===== src/rtl/div_unit_pkg.sv =====
// Shared types and constants for the iterative divider.
package div_unit_pkg;

  localparam int DATALENGTH = 32;
  localparam int DIV_CYCLES = 32;
  localparam logic [DATALENGTH-1:0] ZEROWORD = '0;

  // State encoding: IDLE=00, BUSY=01, DONE=10
  typedef enum logic [1:0] {
    ST_IDLE = 2'b00,
    ST_BUSY = 2'b01,
    ST_DONE = 2'b10
  } div_state_e;

  // Two's-complement magnitude of a signed word; 0x80000000 maps to itself,
  // which is the correct unsigned magnitude.
  function automatic logic [DATALENGTH-1:0] mag(input logic [DATALENGTH-1:0] v);
    return v[DATALENGTH-1] ? (~v + 1'b1) : v;
  endfunction

endpackage


===== src/rtl/div_unit_if.sv =====
// Request/status bundle between the execute stage and the divider.
interface div_unit_if;
  import div_unit_pkg::*;

  logic                  div_req;
  logic                  div_signed;
  logic [DATALENGTH-1:0] div_opa;
  logic [DATALENGTH-1:0] div_opb;
  logic                  div_ack;
  logic                  div_flush;
  logic                  div_start;
  logic                  div_end;
  logic [DATALENGTH-1:0] div_hi_data;
  logic [DATALENGTH-1:0] div_lo_data;

  // Execute stage drives the request and consumes status/results
  modport master (
    output div_req, div_signed, div_opa, div_opb, div_ack, div_flush,
    input  div_start, div_end, div_hi_data, div_lo_data
  );

  // Divider consumes the request and produces status/results
  modport slave (
    input  div_req, div_signed, div_opa, div_opb, div_ack, div_flush,
    output div_start, div_end, div_hi_data, div_lo_data
  );
endinterface


===== src/rtl/div_unit.sv =====
// Radix-2 restoring divider, 32 iterations, with signed fixup and
// divide-by-zero override. Remainder on hi, quotient on lo.
module div_unit
  import div_unit_pkg::*;
(
  input  logic   clock,
  input  logic   reset,
  div_unit_if.slave bus
);

  localparam logic [5:0] CNT_LAST = 6'(DIV_CYCLES - 1);

  div_state_e            state_q, state_d;
  logic [5:0]            cnt_q, cnt_d;
  logic [DATALENGTH-1:0] rem_q, rem_d;
  logic [DATALENGTH-1:0] quo_q, quo_d;
  logic [DATALENGTH-1:0] divisor_q, divisor_d;
  logic [DATALENGTH-1:0] dividend_q, dividend_d;
  logic                  neg_quo_q, neg_quo_d;
  logic                  neg_rem_q, neg_rem_d;
  logic                  div_zero_q, div_zero_d;
  logic [DATALENGTH-1:0] hi_q, hi_d;
  logic [DATALENGTH-1:0] lo_q, lo_d;
  logic                  start_q, start_d;
  logic                  end_q, end_d;

  // One restoring step: {rem, quo} shifted left, then trial subtract.
  logic [DATALENGTH:0]   rem_shift;
  logic [DATALENGTH:0]   trial;
  logic [DATALENGTH-1:0] step_rem;
  logic [DATALENGTH-1:0] step_quo;

  // Datapath step, result fixup and next-state selection
  always_comb begin
    rem_shift = {rem_q, quo_q[DATALENGTH-1]};
    trial     = rem_shift - {1'b0, divisor_q};
    step_rem  = trial[DATALENGTH] ? rem_shift[DATALENGTH-1:0] : trial[DATALENGTH-1:0];
    step_quo  = {quo_q[DATALENGTH-2:0], ~trial[DATALENGTH]};

    state_d    = state_q;
    cnt_d      = cnt_q;
    rem_d      = rem_q;
    quo_d      = quo_q;
    divisor_d  = divisor_q;
    dividend_d = dividend_q;
    neg_quo_d  = neg_quo_q;
    neg_rem_d  = neg_rem_q;
    div_zero_d = div_zero_q;
    hi_d       = hi_q;
    lo_d       = lo_q;

    unique case (state_q)
      ST_IDLE: begin
        if (bus.div_req) begin
          // Dividend magnitude is loaded into the quotient register and
          // shifted out into rem one bit per step.
          quo_d      = bus.div_signed ? mag(bus.div_opa) : bus.div_opa;
          divisor_d  = bus.div_signed ? mag(bus.div_opb) : bus.div_opb;
          dividend_d = bus.div_opa;
          neg_quo_d  = bus.div_signed & (bus.div_opa[DATALENGTH-1] ^ bus.div_opb[DATALENGTH-1]);
          neg_rem_d  = bus.div_signed & bus.div_opa[DATALENGTH-1];
          div_zero_d = (bus.div_opb == ZEROWORD);
          rem_d      = ZEROWORD;
          cnt_d      = '0;
          state_d    = ST_BUSY;
        end
      end
      ST_BUSY: begin
        rem_d = step_rem;
        quo_d = step_quo;
        cnt_d = cnt_q + 6'd1;
        if (cnt_q == CNT_LAST) begin
          state_d = ST_DONE;
          if (div_zero_q) begin
            // Zero divisor returns all-ones quotient and the raw dividend
            lo_d = '1;
            hi_d = dividend_q;
          end else begin
            lo_d = neg_quo_q ? (~step_quo + 1'b1) : step_quo;
            hi_d = neg_rem_q ? (~step_rem + 1'b1) : step_rem;
          end
        end
      end
      ST_DONE: begin
        if (bus.div_ack) state_d = ST_IDLE;
      end
      default: state_d = ST_IDLE;
    endcase

    // Flush cancels everything; any result computed this cycle is dropped
    if (bus.div_flush) begin
      state_d = ST_IDLE;
      cnt_d   = '0;
      hi_d    = hi_q;
      lo_d    = lo_q;
    end

    start_d = (state_d == ST_BUSY);
    end_d   = (state_d == ST_DONE);
  end

  // State and datapath registers with synchronous reset
  always_ff @(posedge clock) begin
    if (reset) begin
      state_q    <= ST_IDLE;
      cnt_q      <= '0;
      rem_q      <= ZEROWORD;
      quo_q      <= ZEROWORD;
      divisor_q  <= ZEROWORD;
      dividend_q <= ZEROWORD;
      neg_quo_q  <= 1'b0;
      neg_rem_q  <= 1'b0;
      div_zero_q <= 1'b0;
      hi_q       <= ZEROWORD;
      lo_q       <= ZEROWORD;
      start_q    <= 1'b0;
      end_q      <= 1'b0;
    end else begin
      state_q    <= state_d;
      cnt_q      <= cnt_d;
      rem_q      <= rem_d;
      quo_q      <= quo_d;
      divisor_q  <= divisor_d;
      dividend_q <= dividend_d;
      neg_quo_q  <= neg_quo_d;
      neg_rem_q  <= neg_rem_d;
      div_zero_q <= div_zero_d;
      hi_q       <= hi_d;
      lo_q       <= lo_d;
      start_q    <= start_d;
      end_q      <= end_d;
    end
  end

  assign bus.div_start   = start_q;
  assign bus.div_end     = end_q;
  assign bus.div_hi_data = hi_q;
  assign bus.div_lo_data = lo_q;

endmodule


===== src/flat_wrapper.sv =====
// flat-port wrapper written by rule: the top's interface ports become plain ports
module div_unit_flat import div_unit_pkg::*;
  (clock, reset, bus_div_req, bus_div_signed, bus_div_opa, bus_div_opb, bus_div_ack, bus_div_flush, bus_div_start, bus_div_end, bus_div_hi_data, bus_div_lo_data);
  div_unit_if bus_i ();
  input  logic clock;
  input  logic reset;
  input wire logic [$bits(bus_i.div_req)-1:0] bus_div_req;
  input wire logic [$bits(bus_i.div_signed)-1:0] bus_div_signed;
  input wire logic [$bits(bus_i.div_opa)-1:0] bus_div_opa;
  input wire logic [$bits(bus_i.div_opb)-1:0] bus_div_opb;
  input wire logic [$bits(bus_i.div_ack)-1:0] bus_div_ack;
  input wire logic [$bits(bus_i.div_flush)-1:0] bus_div_flush;
  output wire logic [$bits(bus_i.div_start)-1:0] bus_div_start;
  output wire logic [$bits(bus_i.div_end)-1:0] bus_div_end;
  output wire logic [$bits(bus_i.div_hi_data)-1:0] bus_div_hi_data;
  output wire logic [$bits(bus_i.div_lo_data)-1:0] bus_div_lo_data;
  assign bus_i.div_req = bus_div_req;
  assign bus_i.div_signed = bus_div_signed;
  assign bus_i.div_opa = bus_div_opa;
  assign bus_i.div_opb = bus_div_opb;
  assign bus_i.div_ack = bus_div_ack;
  assign bus_i.div_flush = bus_div_flush;
  assign bus_div_start = bus_i.div_start;
  assign bus_div_end = bus_i.div_end;
  assign bus_div_hi_data = bus_i.div_hi_data;
  assign bus_div_lo_data = bus_i.div_lo_data;
  div_unit u_core (.clock(clock), .reset(reset), .bus(bus_i));
endmodule

===== config.mk =====
export PLATFORM = sky130hd
export DESIGN_NAME = div_unit_flat
export DESIGN_NICKNAME = d
export VERILOG_FILES = /design/src/rtl/div_unit_pkg.sv /design/src/rtl/div_unit_if.sv /design/src/rtl/div_unit.sv /design/src/flat_wrapper.sv
export SDC_FILE = /design/constraint.sdc
export NUM_CORES = 1
export LEC_CHECK = 0
export CORE_MARGIN = 10
export CORE_UTILIZATION = 59
export CTS_BUF_LIST = sky130_fd_sc_hd__clkbuf_8
export DETAILED_ROUTE_END_ITERATION = 8
export HOLD_SLACK_MARGIN = 0.02
export PLACE_DENSITY = 0.89
export SLEW_MARGIN = 15
export SYNTH_ARGS = -nofsm -noshare
export SYNTH_HDL_FRONTEND = slang
export SYNTH_SLANG_ARGS = --single-unit

===== constraint.sdc =====
create_clock -name clock -period 8.2 [get_ports clock]
set_input_delay 1.23 -clock clock [delete_from_list [all_inputs] [get_ports clock]]
set_output_delay 1.23 -clock clock [all_outputs]
set_load 0.02 [all_outputs]

==> results of run 1 <==
## power breakdown
group	switching [uW]	total (uW)	internal, uW
sequential	32.9	1060	1030
clock	443	991	548
combinational	277	438	162
total	752	2490	1740
## cells in the final DEF, fill, tap and decap left out, types with 11 or more instances in the layout
cell             count
clkdlybuf4s50_1    134
xor2_1              70
o211ai_1            16
a21oi_1            156
a22oi_1             24
nor2_1             205
inv_1               62
clkbuf_8            44
xnor2_1             61
a311oi_1            11
buf_4               15
and2_1              12
a31oi_1             15
nor3_1              46
o21ai_0            110
nand3_1             20
nor4_1              23
ha_1                37
o31ai_1             16
a211oi_1            33
mux2i_1             19
a222oi_1            31
dfxtp_1            204
or3_1               21
nand2_1            223
nand2b_1            12
## cell families (layout without fill, tap and decap cells)
logic type	count (synthesis)	count (layout)	share of synthesized area, %
DFF	205	205	31.8
xor gates and xnor gates	131	131	8.88
muxes	23	23	1.82
and+or+nand+nor	634	634	22.4
AOI/OAI and AO/OA	509	509	26.1
adders and majority gates	38	38	3.74
buffers and inverters	168	265	5.23
## worst max path at each step
| stage | end | slack [ps] | cells after the start |
|---|---|---|---|
| after floorplan | u_core.bus.div_hi_data[30] | 3440 | 24 |
| after global placement | u_core.bus.div_hi_data[30] | 2720 | 22 |
| after detailed placement | u_core.bus.div_hi_data[20] | 2550 | 23 |
| after CTS | u_core.bus.div_hi_data[20] | 2480 | 23 |
| after global routing | u_core.bus.div_hi_data[20] | 2010 | 23 |
| final | u_core.bus.div_hi_data[20] | 2420 | 23 |
## per-layer routing
metal,up-vias,global-route usage (%),part of all wire [%]
li1,6314,-,-
met1,6352,39.7,41
met2,877,45.7,44
met3,137,7.73,12
met4,0,11.0,3.6
met5,-,0,0
## registers in the layout, indices dropped and copies added, names as in the netlist, 2 cells and up
signal,cells
u_core.bus.div_hi_data,32
u_core.quo_q,32
u_core.divisor_q,32
u_core.rem_q,32
u_core.state_q,2
u_core.bus.div_lo_data,32
u_core.dividend_q,32
u_core.cnt_q,6
## through the flow
step	hold WS (ps)	std cells	instance area (um2)	utilization [%]
2_1_floorplan	431	1708	12900	-
5_1_grt	471	2085	15000	69.3
3_3_place_gp	438	2025	14300	65.9
6_report	447	2085	15000	69.3
3_5_place_dp	444	2025	14300	65.9
4_1_cts	451	2085	15000	69.3
## worst max-delay path, cell delays in order, from the launching register on
cell      delay [ps]
dfxtp_1          360
inv_1             50
ha_1             210
fa_1             410
nand2b_1         190
a211o_1          380
a21oi_2          220
a211o_4          210
a2111o_1         170
o211a_4          580
inv_4            420
nand2_1          150
o21ai_0          160
inv_1            100
ha_1             230
nand2_1          110
or3_1            340
nor3_1           150
mux2i_1          170
o21ai_0          380
o21ai_0          170
xor2_1           170
o21ai_1          150
a21oi_1           80
## layout make-up
cell class	count	share of cell area, %
Clock buffer	44	4.03
Timing Repair Buffer	149	9.68
Inverter	56	1.42
Tap cell	280	2.33
Sequential cell	205	27.3
Multi-Input combinational cell	1335	54.4
Clock inverter	16	0.858
==> results.yml, run 1 <==
yosys:
  syn_area_um2: 12900
  yosys-top-cells-count: "223 x nand2_1, 206 x nor2_1, 205 x dfxtp_1, 156 x a21oi_1, 110 x o21ai_0"
  syn_nets: 1816
  synthTopCellsByArea: "dfxtp_1 32%, nand2_1 6.5%, a21oi_1 6.0%"
  seq_area_frac_synth_pct: 31.8
  async_reset_ff_share_pct: 0
  synth_cell_type_count: 88
  yosysWarnings: 0
  synth_edf_count: 0
  syn_area_per_cell_um2: 7.56
  synthFlopType: "dfxtp_1"
  postSynthRegisterBits: 205
  synth_top_area_cell: "dfxtp_1"
  synth.most_common_cell: "nand2_1"
  synth_top_area_share_pct: 31.8
  syn_inst: 1708
timing:
  final-hold-violation-count: 0
  fin_tns_setup_ps: 0
  fin_crit_sh_pct: 70.4
  setup_viol: 0
  max_freq_ghz: 0.173
  max-slew-margin-rel_pct: 17.4
  grt_setup_unrepaired: "false"
  worst_pin_slew_ps: 1240
  setup_slack_ps: 2420
  min_period_ps: 5780
  finalMaxSlewViolations: 0
  fin_skew_ps: 26.8
drt:
  drtAntennaViolNets: 0
  wl_per_cell_um: 21.4
  dr.pass1.iters: 9
  wirelength_um: 44500
  drcViolationCount: 8
  viasPerCell: 6.56
  drt_iter0_drc: 1968
  via_count: 13680
floorplan:
  num_rows: 54
  initial_utilization_pct: 59.6
  die_y_um: 168
  fp.dieArea_um2: 28200
  core_um2: 21700
  io_pins: 136
  die_w_um: 168
outcome:
  violations: "design-rule violations"
  outcome: "complete, but fails checks"
worst_setup_path:
  cp.required_ps: 8570
  rr_endpoint: "u_core.bus.div_hi_data[20]"
  r2r_slack_ps: 2420
  path_class: "register to register"
  crit_arrival_ps: 6150
  critical_path.startpoint: "u_core.quo_q[31]"
  r2r-start: "u_core.quo_q[31]"
  crit_fanout: 68
  rr_worst_depth: 23
  crit_path_start_kind: "register"
  end_kind: "register"
global_routing:
  grt.total_usage_pct: 29.9
  gr-total-overflow: 0
  antenna_found_initial: 0
  first_global_vias: 12778
  grt_max_degree: 88
  grt_pass1_wl_um: 70100
power:
  power_density_nw_per_um2: 166
  vdd_drop_max_v: 0.000142
  design_power_total_uw: 2490
  p_leak_uw: 0.00570
cts:
  clock_path_buffers: 3
  clk_pin_slew_ps: 60
  cts-root-buf: "clkbuf_8"
  htreeDepth: 2
  hold_buffers: 0
  clock_sink_count: 205
  ctsResizeCount: 0
  cts_buffers: 36
  cts_tree: "built"
  insertion_delay_ps: 540
  post-cts-setup-buffers: 0
worst_hold_path:
  min_path_type: "register to register"
  hold_depth: 2
  hold_end: "u_core.bus.div_hi_data[27]"
  min_from: "u_core.bus.div_hi_data[27]"
final_layout:
  multi_input_area_um2: 8170
  synthToLayoutAreaGrowth_pct: 16.3
  drive_above_1_share_pct: 5.71
  nNetsFinal: 1891
  antenna_cells: 0
  final-seq-area_um2: 4110
  fillers: 1748
placed_design:
  hpwl_um: 31400
  routabilityCongestion: 0.994
  dp_slack_ps: 2550
  port_buffers: 135
job:
  drv_cap: 0
Power figures use the tool's default switching activity.
==> run 2: changes to the inputs <==
==> constraint.sdc (replaced) <==
create_clock -name clock -period 5.35 [get_ports clock]
set_input_delay 0.8025 -clock clock [delete_from_list [all_inputs] [get_ports clock]]
set_output_delay 0.8025 -clock clock [all_outputs]
set_load 0.02 [all_outputs]
==> run 2 against run 1 <==
Against the previous run:
- sequential power is 55% higher
- clock-buffer cell count is 1 lower
- die area stayed put
- global-route usage decreased by 0.14 points
- critical path type unchanged
- final area hardly changed
- highest routed layer unchanged
- routed wire length fell by 0.51%
- total power is 51% higher
- register-to-register slack worse by 2000 ps
- the run still ends with design-rule violations left
- clock skew grew 5.2 ps
- non-clock buffer count increased by 3
==> results.yml, run 2 (synthesis results as in run 1) <==
final_layout:
  multi_input_area_um2: 8170
  instances_no_fill: 2090
  fillers: 1784
  final_cell_mix: "223 x nand2_1, 205 x nor2_1, 204 x dfxtp_1, 156 x a21oi_1, 134 x clkdlybuf4s50_1"
  antenna_cells: 0
  nNetsFinal: 1894
  synthToLayoutAreaGrowth_pct: 16.4
  final_common_cell: "nand2_1"
  final-seq-area_um2: 4110
  drive_above_1_share_pct: 5.69
drt:
  drtAntennaViolNets: 0
  drcViolationCount: 3
  dr.pass1.iters: 9
  wl_per_cell_um: 21.2
  viasPerCell: 6.50
  drt_iter0_drc: 1839
  wirelength_um: 44300
  via_count: 13584
placed_design:
  port_buffers: 135
  placed_cells: 2028
  routabilityCongestion: 1.01
  hpwl_um: 31600
power:
  combPwrFrac_pct: 17.8
  sw_frac_of_total_pct: 30.5
  intPower_uw: 2610
  p_leak_uw: 0.00573
  vdd_drop_max_v: 0.000234
  power_density_nw_per_um2: 250
  pwr-share-clk_pct: 38.6
  power_switching_uw: 1150
  seqPwrFrac_pct: 43.6
floorplan:
  die_w_um: 168
  io_pins: 136
  die_y_um: 168
  core_um2: 21700
  initial_utilization_pct: 59.6
  num_rows: 54
  fp.dieArea_um2: 28200
worst_setup_path:
  end_kind: "register"
  crit_fanout: 10
  r2r-start: "u_core.quo_q[31]"
  crit_path_start_kind: "register"
  rr_worst_depth: 22
  crit_top_cell: "o21ai_0"
  cp.required_ps: 5740
  rr_endpoint: "u_core.bus.div_hi_data[20]"
  cp_cell_sequence: "inv_1 -> ha_1 -> fa_1 -> nand2b_1 -> a211o_1 -> a21oi_2 -> a211o_4 -> a21oi_2 -> o211a_4 -> inv_4 -> o21ai_0 -> inv_1 -> ha_1 -> nand2_1 -> or3_1 -> nor3_1 -> mux2i_1 -> o21ai_0 -> o21ai_0 -> xor2_1 -> o21ai_1 -> a21oi_1"
  critical_path.startpoint: "u_core.quo_q[31]"
  crit_arrival_ps: 5330
  critPathSlowestCell: "fa_1"
  path_class: "register to register"
  r2r_slack_ps: 400
  slowest_delay_ps: 420
cts:
  htreeDepth: 2
  clock_path_buffers: 3
  insertion_delay_ps: 550
  clk_pin_slew_ps: 60
  cts-root-buf: "clkbuf_8"
  hold_buffers: 0
  ctsResizeCount: 0
  clock_sink_count: 205
  cts_tree: "built"
  cts_buffers: 36
  post-cts-setup-buffers: 0
timing:
  max-slew-margin-rel_pct: 19.8
  fin_tns_setup_ps: 0
  min_period_ps: 4950
  fin_crit_sh_pct: 92.5
  fin_skew_ps: 32.0
  finalMaxSlewViolations: 0
  worst_pin_slew_ps: 1200
  final-hold-violation-count: 0
  max_freq_ghz: 0.202
  grt_setup_unrepaired: "false"
  setup_viol: 0
outcome:
  outcome: "complete, but fails checks"
  violations: "design-rule violations"
global_routing:
  antenna_found_initial: 0
  grt_pass1_wl_um: 69500
  gr-total-overflow: 0
  grt_max_degree: 91
  first_global_vias: 12613
  grt.total_usage_pct: 29.8
job:
  drv_cap: 0
worst_hold_path:
  hold_end: "u_core.dividend_q[18]"
  hold_depth: 2
  min_from: "u_core.dividend_q[18]"
  min_path_type: "register to register"
## run 2: worst max path at each step
| stage | endpoint | slack [ps] | cells after the start |
|---|---|---|---|
| finish | u_core.bus.div_hi_data[20] | 400 | 22 |
| global route | u_core.bus.div_hi_data[20] | 140 | 23 |
| CTS | u_core.bus.div_hi_data[20] | 490 | 22 |
| detailed placement | u_core.bus.div_hi_data[20] | 560 | 22 |
| global placement | u_core.bus.div_hi_data[30] | 710 | 21 |
| floorplan | u_core.bus.div_hi_data[30] | 590 | 24 |
## run 2: worst max-delay path, delay by kind of cell (launching register included)
family	cells	cell delay, ps
AOI/OAI and AO/OA	10	2180
buffers and inverters	3	260
muxes	1	190
xor gates and xnor gates	1	170
adders and majority gates	3	870
DFF	1	360
and+or+nand+nor	4	780
## run 2: layout make-up
cell class	count	area share [%]
clock buffers	43	3.93
clock inverters	19	0.732
inverters	56	1.41
multi-input cells	1335	54.3
flip-flops and latches	205	27.3
well taps	280	2.33
repair buffers	152	9.98
## run 2: per-stage QoR
| stage | total power (uW) | worst slack [ps] | utilization [%] | hold WS (ps) | cell area, um2 |
|---|---|---|---|---|---|
| 3_5_place_dp | 2310 | 557 | 66.1 | 444 | 14300 |
| 3_3_place_gp | 2300 | 709 | 66.1 | 438 | 14300 |
| 6_report | 3750 | 403 | 69.3 | 450 | 15000 |
| 2_1_floorplan | 2090 | 587 | - | 431 | 12900 |
| 4_1_cts | 3740 | 492 | 69.3 | 451 | 15000 |
| 5_1_grt | 3890 | 137 | 69.3 | 470 | 15000 |
## run 2: routing by layer
layer	share of wire, %	wire (um)	up-vias	GRT usage (%)
met5	0	0	-	0
met4	3.9	1750	0	11.0
met3	11	4860	146	8.13
met2	44	19600	806	46.4
met1	41	18100	6326	38.5
li1	-	-	6306	-
## run 2: power by group through the flow
| stage | Clock [uW] | Sequential (uW) | Combinational [uW] |
|---|---|---|---|
| 2_1_floorplan | 0 | 1650 | 440 |
| 3_3_place_gp | 0 | 1660 | 638 |
| 3_5_place_dp | 0 | 1660 | 645 |
| 4_1_cts | 1450 | 1630 | 651 |
| 5_1_grt | 1520 | 1640 | 726 |
| 6_report | 1450 | 1640 | 669 |
==> run 3: changes to the inputs <==
--- a/config.mk
+++ b/config.mk
@@ -5,6 +5,7 @@
 export SDC_FILE = /design/constraint.sdc
 export NUM_CORES = 1
 export LEC_CHECK = 0
+export CORE_ASPECT_RATIO = 1.1
 export CORE_MARGIN = 10
 export CORE_UTILIZATION = 59
 export CTS_BUF_LIST = sky130_fd_sc_hd__clkbuf_8
==> run 3 against run 2 <==
Against the previous run:
- utilization increased by 0.75 points
- via count is 2.3% lower
- clock-buffer cell count stayed put
- worst setup slack improved by 42 ps
- the flow still finishes with violations (design-rule violations)
- fmax grew 0.86%
- register-to-register slack improved by 40 ps
- die area about the same
- highest routed layer unchanged
- combinational power decreased by 1%
- sequential share of layout area about the same
- clock skew increased by 15 ps
- critical path depth unchanged
- sequential cell count unchanged
==> results.yml, run 3 (synthesis results as in run 1) <==
outcome:
  outcome: "complete, but fails checks"
  violations: "design-rule violations"
floorplan:
  initial_utilization_pct: 60.3
  die_w_um: 161
  core_um2: 21400
  die_y_um: 175
  num_rows: 56
  fp.dieArea_um2: 28200
  io_pins: 136
worst_setup_path:
  path_class: "register to register"
  critPathSlowestCell: "fa_1"
  cp.buffers_inverters: 3
  cp_cell_sequence: "inv_1 -> ha_1 -> fa_1 -> nand2b_1 -> a211o_1 -> a21oi_2 -> a211o_4 -> a21oi_2 -> o211a_4 -> inv_4 -> o21ai_0 -> inv_1 -> ha_1 -> nand2_1 -> or3_1 -> nor3_1 -> mux2i_1 -> o21ai_0 -> o21ai_0 -> xor2_1 -> o21ai_1 -> a21oi_1"
  crit_top_cell: "o21ai_0"
  crit_fanout: 16
  crit_arrival_ps: 5280
  critPathTopFamily: "compound AO/OA/AOI/OAI gates"
  crit_path_start_kind: "register"
  cp.required_ps: 5720
  end_kind: "register"
  r2r_slack_ps: 450
  slowest_delay_ps: 400
final_layout:
  synthToLayoutAreaGrowth_pct: 16.3
  drive_above_1_share_pct: 5.69
  final_cell_mix: "223 x nand2_1, 205 x nor2_1, 204 x dfxtp_1, 156 x a21oi_1, 134 x clkdlybuf4s50_1"
  final_common_cell: "nand2_1"
  antenna_cells: 0
  nNetsFinal: 1895
worst_hold_path:
  min_path_type: "register to register"
drt:
  drt_iter0_drc: 1547
  wl_per_cell_um: 20.1
  viasPerCell: 6.32
  via_count: 13273
  dr.pass1.iters: 9
  wirelength_um: 42200
  drcViolationCount: 2
  drtAntennaViolNets: 0
timing:
  fin_crit_sh_pct: 91.7
  fin_tns_setup_ps: 0
  setup_viol: 0
  finalMaxSlewViolations: 0
  hold_ws_ps: 453
  worst_pin_slew_ps: 1250
  grt_setup_unrepaired: "false"
  final-hold-violation-count: 0
  max-slew-margin-rel_pct: 16.8
  fin_skew_ps: 46.6
  max_freq_ghz: 0.204
  min_period_ps: 4900
global_routing:
  first_global_vias: 12587
  antenna_found_initial: 0
  grt_max_degree: 172
  grt_pass1_wl_um: 67200
  grt.total_usage_pct: 28.6
  gr-total-overflow: 0
cts:
  clock_sink_count: 205
  ctsResizeCount: 0
  htreeDepth: 2
  cts-root-buf: "clkbuf_8"
  post-cts-setup-buffers: 0
  cts_buffers: 36
  clock_path_buffers: 3
  insertion_delay_ps: 550
  cts_tree: "built"
  hold_buffers: 0
  clk_pin_slew_ps: 60
placed_design:
  hpwl_um: 30400
  port_buffers: 135
  routabilityCongestion: 0.965
power:
  power_density_nw_per_um2: 246
  p_leak_uw: 0.00571
  vdd_drop_max_v: 0.000200
job:
  drv_cap: 0
run 3: metal layers:
| layer | track usage (%) | part of all wire [%] |
|---|---|---|
| met3 | 5.90 | 8.6 |
| met2 | 48.0 | 47 |
| met1 | 34.1 | 39 |
| met5 | 0 | 0 |
| met4 | 13.5 | 4.9 |
run 3: power by group:
group | leakage, uW | internal, uW | switching, uW
logic | 0.00365 | 251 | 411
clock network | 0.000398 | 731 | 673
registers | 0.00167 | 1580 | 50.9
run 3: area by class of cell:
type                            instances  area, um2
Clock buffer                           43        592
Clock inverter                         18       91.3
Fill cell                            1792       6410
Inverter                               56        213
Multi-Input combinational cell       1335       8170
Sequential cell                       205       4110
Tap cell                              290        363
Timing Repair Buffer                  153       1500
run 3: through the flow:
step / instances / cell area [um2] / total power (uW) / utilization (%) / setup slack, ps
CTS: 2100 / 15000 / 3690 / 70.1 / 517
global placement: 2039 / 14300 / 2290 / 66.9 / 674
detailed placement: 2039 / 14300 / 2300 / 66.9 / 581
global route: 2100 / 15000 / 3830 / 70.1 / 141
floorplan: 1708 / 12900 / 2090 / - / 587
finish: 2100 / 15000 / 3700 / 70.1 / 445
run 3: worst min-delay path: stages, from the launching register on:
cell	delay, ps
dfxtp_1	300
nand2_1	50
a21oi_1	50
run 3: final timing paths:
check	endpoint	cells after the start	startpoint
worst max register to register	u_core.bus.div_hi_data[20]	22	u_core.quo_q[31]
worst max-delay path	u_core.bus.div_hi_data[20]	22	u_core.quo_q[31]
worst min register to register	u_core.dividend_q[18]	2	u_core.dividend_q[18]
worst min-delay path	u_core.dividend_q[18]	2	u_core.dividend_q[18]
